==> src/rtl/m2_pkg.sv <==
// Shared definitions for the m2 Manchester-II link (encode_m2 / decode_m2).
package m2_pkg;

  localparam int unsigned WORD_W       = 16;
  localparam int unsigned FRAME_CHIPS  = 34;
  localparam int unsigned CHIP_CYC_DEF = 289;
  localparam int unsigned SYNC_CHIPS   = 3;
  localparam int unsigned GAP_CHIPS    = 2;
  localparam int unsigned IDX_W        = 6;

  // One-hot transmitter states
  localparam logic [3:0] IDLE = 4'b0001;
  localparam logic [3:0] SYNC = 4'b0010;
  localparam logic [3:0] DATA = 4'b0100;
  localparam logic [3:0] GAP  = 4'b1000;

  // Builds the 34-chip frame body: {d15,~d15, ..., d0,~d0, trailer}, MSB sent first
  function automatic logic [FRAME_CHIPS-1:0] m2_frame_chips(input logic [WORD_W-1:0] data,
                                                            input logic [1:0]        trailer);
    logic [FRAME_CHIPS-1:0] chips;
    chips = '0;
    for (int i = 0; i < int'(WORD_W); i++) begin
      chips[2*i+3] = data[i];
      chips[2*i+2] = ~data[i];
    end
    chips[1:0] = trailer;
    return chips;
  endfunction

endpackage

==> src/rtl/m2_chip_timer.sv <==
// Chip-period timer: counts 0..CHIP_CYC-1 and flags the last cycle of each chip.
module m2_chip_timer
  import m2_pkg::*;
#(
  parameter int unsigned CHIP_CYC = CHIP_CYC_DEF
) (
  input  logic clock_system,
  input  logic rstn,
  input  logic clr,
  output logic chip_tick
);

  localparam int unsigned CNT_W = (CHIP_CYC > 1) ? $clog2(CHIP_CYC) : 1;

  logic [CNT_W-1:0] chip_cnt;

  // Chip counter, held at zero while clr so the first chip starts aligned
  always_ff @(posedge clock_system) begin
    if (!rstn || clr) begin
      chip_cnt <= '0;
    end else if (chip_cnt == CNT_W'(CHIP_CYC - 1)) begin
      chip_cnt <= '0;
    end else begin
      chip_cnt <= chip_cnt + CNT_W'(1);
    end
  end

  assign chip_tick = (chip_cnt == CNT_W'(CHIP_CYC - 1));

endmodule

==> src/rtl/encode_m2.sv <==
// Manchester-II serial transmitter for the m2 link.
// Frame: SYNC_CHIPS high chips, 34 data/trailer chips, GAP_CHIPS low chips.
// Optional build macro M2_ODD_PARITY_EN: trailer carries odd parity {p,~p}
// instead of the fixed {0,1}.
module encode_m2
  import m2_pkg::*;
#(
  parameter int unsigned CHIP_CYC = CHIP_CYC_DEF
) (
  input  logic              clock_system,
  input  logic              rstn,
  input  logic [WORD_W-1:0] tx_data,
  input  logic              tx_valid,
  output logic              tx_ready,
  output logic              m2_udo,
  output logic              tx_busy,
  output logic              tx_done
);

  logic [3:0]             state, state_d;
  logic [FRAME_CHIPS-1:0] shreg, shreg_d;
  logic [IDX_W-1:0]       chip_idx, chip_idx_d;
  logic                   m2_udo_d, tx_ready_d, tx_busy_d, tx_done_d;
  logic                   chip_tick;
  logic                   timer_clr;
  logic [1:0]             trailer;

`ifdef M2_ODD_PARITY_EN
  assign trailer = {~^tx_data, ^tx_data};
`else
  assign trailer = 2'b01;
`endif

  // Timer idles at zero so chip 0 of SYNC begins right on the accept edge
  assign timer_clr = (state == IDLE);

  m2_chip_timer #(
    .CHIP_CYC (CHIP_CYC)
  ) u_chip_timer (
    .clock_system (clock_system),
    .rstn         (rstn),
    .clr          (timer_clr),
    .chip_tick    (chip_tick)
  );

  // State and output registers; the line is driven straight from a flop
  always_ff @(posedge clock_system) begin
    if (!rstn) begin
      state    <= IDLE;
      shreg    <= '0;
      chip_idx <= '0;
      m2_udo   <= 1'b0;
      tx_ready <= 1'b1;
      tx_busy  <= 1'b0;
      tx_done  <= 1'b0;
    end else begin
      state    <= state_d;
      shreg    <= shreg_d;
      chip_idx <= chip_idx_d;
      m2_udo   <= m2_udo_d;
      tx_ready <= tx_ready_d;
      tx_busy  <= tx_busy_d;
      tx_done  <= tx_done_d;
    end
  end

  // Next-state, shift register, chip index and registered-output inputs
  always_comb begin
    state_d    = state;
    shreg_d    = shreg;
    chip_idx_d = chip_idx;
    tx_done_d  = 1'b0;

    unique case (state)
      IDLE: begin
        if (tx_valid && tx_ready) begin
          state_d    = SYNC;
          shreg_d    = m2_frame_chips(tx_data, trailer);
          chip_idx_d = '0;
        end
      end
      SYNC: begin
        if (chip_tick) begin
          if (chip_idx == IDX_W'(SYNC_CHIPS - 1)) begin
            state_d    = DATA;
            chip_idx_d = '0;
          end else begin
            chip_idx_d = chip_idx + IDX_W'(1);
          end
        end
      end
      DATA: begin
        if (chip_tick) begin
          shreg_d = {shreg[FRAME_CHIPS-2:0], 1'b0};
          if (chip_idx == IDX_W'(FRAME_CHIPS - 1)) begin
            state_d    = GAP;
            chip_idx_d = '0;
          end else begin
            chip_idx_d = chip_idx + IDX_W'(1);
          end
        end
      end
      GAP: begin
        if (chip_tick) begin
          if (chip_idx == IDX_W'(GAP_CHIPS - 1)) begin
            state_d    = IDLE;
            chip_idx_d = '0;
            tx_done_d  = 1'b1;
          end else begin
            chip_idx_d = chip_idx + IDX_W'(1);
          end
        end
      end
      default: begin
        state_d    = IDLE;
        chip_idx_d = '0;
      end
    endcase

    // Line follows the current state, so it appears one cycle after the state change
    m2_udo_d   = (state == SYNC) || ((state == DATA) && shreg[FRAME_CHIPS-1]);
    tx_ready_d = (state_d == IDLE);
    tx_busy_d  = (state_d != IDLE);
  end

endmodule
==> config.mk <==
export PLATFORM = sky130hd
export DESIGN_NAME = encode_m2
export DESIGN_NICKNAME = d
export VERILOG_FILES = /design/src/rtl/m2_pkg.sv /design/src/rtl/m2_chip_timer.sv /design/src/rtl/encode_m2.sv
export SDC_FILE = /design/constraint.sdc
export NUM_CORES = 1
export LEC_CHECK = 0
export BUFFER_PORTS_ARGS = -buffer_cell sky130_fd_sc_hd__clkbuf_2
export CAP_MARGIN = 20
export CORE_ASPECT_RATIO = 0.7
export CORE_MARGIN = 3
export CORE_UTILIZATION = 49
export CTS_BUF_LIST = sky130_fd_sc_hd__clkbuf_8
export CTS_CLUSTER_DIAMETER = 150
export DETAILED_ROUTE_END_ITERATION = 12
export PLACE_DENSITY = 0.68
export SLEW_MARGIN = 10
export SYNTH_ARGS = -nofsm -noshare
export SYNTH_HDL_FRONTEND = slang
export SYNTH_SLANG_ARGS = --single-unit
==> constraint.sdc <==
create_clock -name clock_system -period 2.7 [get_ports clock_system]
set_input_delay 0.81 -clock clock_system [delete_from_list [all_inputs] [get_ports clock_system]]
set_output_delay 0.81 -clock clock_system [all_outputs]
set_load 0.05 [all_outputs]
==> run summary <==
Starting Density -> 51.4%
CTS root buf -> clkbuf_8
Worst path required time -> 2.94 ns
Total CTS buffers -> 9
Most frequent cell after synthesis -> dfxtp_1
DP HPWL -> 3240 um
Switch share -> 26.0%
Post-synthesis area per instance -> 8.35 sq um
Yosys warnings -> 0
Post-Syn Area -> 2490 sq um
Routed vias/inst -> 5.41
Htree depth -> 3
Critical path class -> register to register
DRC -> 0
PD cells -> 630 nW/um^2
Synth top area share -> 45.9%
# nets final -> 346
Via count of the first global-routing pass -> 1952
Crit path cell chain -> or4b_1, o22ai_4, buf_4, nor2_1, a311oi_1
Initial antenna violation count -> 0
CP endpoint -> shreg[3]
Post-CTS setup buffers -> 0
Psw -> 469 uW
# hold bufs at CTS -> 0
Synth area leaders -> dfxtp_1 (46%), nand2_1 (8.0%), o211ai_1 (5.7%)
Drt pass-1 iters -> 4
Fin crit share -> 76.8%
#FFs+latches synth -> 57
HP Class -> register to register
Global route overflow -> 0
Min-Delay Path Depth -> 2
Least-Margin Pin Slew -> 0.760 ns
Routed WL -> 4990 um
Largest net degree at the start of global routing -> 49
Clock share of power -> 38.4%
CTS tree -> done
Max-Slew Margin vs Limit -> 49.2%
Std cell rows -> 21
Layout cells sized above 1 -> 15.0%
Worst reg2reg startpoint -> state[1]
Post-cts sizing count -> 0
Crit path launch type -> register
CP max stage cell -> or4b_1
Die extent in x -> 91.2 um
Fin util -> 59.3%
Final min period -> 2.07 ns
Placeable Area -> 4830 sq um
Diodes inserted -> 0
Global-route wire length before repair -> 8890 um
Routed vias -> 2142
RSZ-0062 raised after global routing -> no
Crit-path max cell delay -> 0.67 ns
Netlist cell types -> 36
Highest clock rate -> 0.482 GHz
Port bufs -> 22
P_int -> 1340 uW
Hold WS -> 0.449 ns
Sequential-to-total area share from yosys stat -> 45.9%
Predominant post-synthesis flop cell -> dfxtp_1
Setup_tns -> 0 ns
Worst EP arrival -> 2.32 ns
Pins Over Slew Limit -> 0
Number of flops mapped to enable cells by yosys -> 0
Initial DRC count -> 91
Max-cap violations -> 0
Syn-to-layout area delta -> 15.2%
Clock Sinks -> 57
Leak pwr -> 0.00107 uW
Final setup vio count -> 0
Tot GR Track Use -> 18.5%
Crit path from -> state[1]
Worst r2r path cells -> 5
Clock latency on the worst-skew pair -> 0.33 ns
Max Root-Sink Buffers -> 2
R2R Path End -> shreg[3]
Flop pwr share -> 51.3%
Combinational Power Share -> 10.3%
Synth top cells by count -> dfxtp_1 (57), nand2_1 (53), nor2_1 (37)
Wire length per cell -> 12.6 um
Die ar. -> 5980 sq um
Crit Path Max Fanout -> 48
CTS clk-pin slew, worst paths -> 0.06 ns
Post-route ant nets -> 0
Mapped Nets -> 322
Cell count after synthesis -> 298
Crit. End Element -> register
Worst R2R Setup Slack -> 0.63 ns
Status -> finished clean
Final hold violations -> 0
VDD IR-drop max -> 0.397 mV
Asr flop ratio synth -> 0%
RePlAce Congestion -> 0.773
I/O pin count -> 23
Synth area leader -> dfxtp_1
Worst clock skew -> 0.00414 ns
Die H -> 65.6 um
-- worst max-delay path: cells and delay by family, from the launching register on --
family / cells / cell delay (ns)
and+or+nand+nor: 2 / 0.76
DFF: 1 / 0.36
buffers and inverters: 1 / 0.42
AOI/OAI and AO/OA: 2 / 0.44
-- how the worst min path moves through the flow --
stage / startpoint / end / slack (ns)
floorplan: shreg[10] / shreg[10] / 0.43
global placement: shreg[20] / shreg[20] / 0.44
detailed placement: shreg[16] / shreg[16] / 0.44
CTS: shreg[20] / shreg[20] / 0.45
global route: shreg[8] / shreg[8] / 0.47
finish: shreg[20] / shreg[20] / 0.45
-- layout make-up --
type | instances | area, sq um
Sequential cell | 57 | 1140
Timing Repair Buffer | 31 | 178
Tap cell | 69 | 86.3
Clock inverter | 5 | 23.8
Clock buffer | 11 | 151
Multi-Input combinational cell | 214 | 1250
Inverter | 9 | 33.8
Fill cell | 454 | 1970
-- per-layer routing --
| metal | wire length, um | GRT usage (%) |
|---|---|---|
| met3 | 287 | 7.21 |
| met5 | 0 | 0 |
| met2 | 2070 | 28.4 |
| met4 | 24 | 4.51 |
| met1 | 2610 | 24.5 |
-- cells in the final DEF (no fill, tap or decap), drive strengths merged, types with 4 or more instances in the layout --
| cell type | synthesis | layout |
|---|---|---|
| o21ai | 4 | 4 |
| and3 | 4 | 4 |
| buf | 5 | 9 |
| nor2 | 37 | 37 |
| nand2 | 53 | 53 |
| a311oi | 16 | 16 |
| ha | 5 | 5 |
| dfxtp | 57 | 57 |
| clkbuf | 13 | 33 |
| nor4b | 4 | 4 |
| nand3 | 15 | 15 |
| a21oi | 22 | 22 |
| xor2 | 7 | 7 |
| o211ai | 19 | 19 |
| inv | 8 | 11 |
| nand4 | 4 | 4 |
-- kinds of logic after synthesis --
logic type | synth area share [%]
simple gates | 23.7
compound gates | 20.8
flops | 45.9
buf+inv | 4.33
xor+xnor | 2.82
fa+ha+maj | 2.52
-- per-stage QoR --
step	cells	setup slack, ns	area, sq um	total power [uW]
2_1_floorplan	298	0.797	2490	1080
3_3_place_gp	380	0.632	2690	1130
3_5_place_dp	380	0.586	2690	1130
4_1_cts	396	0.608	2870	1830
5_1_grt	396	0.343	2870	1900
6_report	396	0.626	2870	1810
-- registers in the layout, indices dropped and copies added (netlist names) --
register	count
m2_udo	1
state	4
u_chip_timer.chip_cnt	9
tx_busy	1
tx_done	1
chip_idx	6
shreg	34
tx_ready	1
-- power groups by stage --
stage / Combinational (uW) / Clock [uW] / Sequential [uW]
after global placement: 184 / 0 / 944
final: 187 / 693 / 926
after floorplan: 133 / 0 / 946
after CTS: 189 / 717 / 925
after detailed placement: 189 / 0 / 943
after global routing: 217 / 748 / 933
Note: power is estimated with default switching activity, not from simulation.
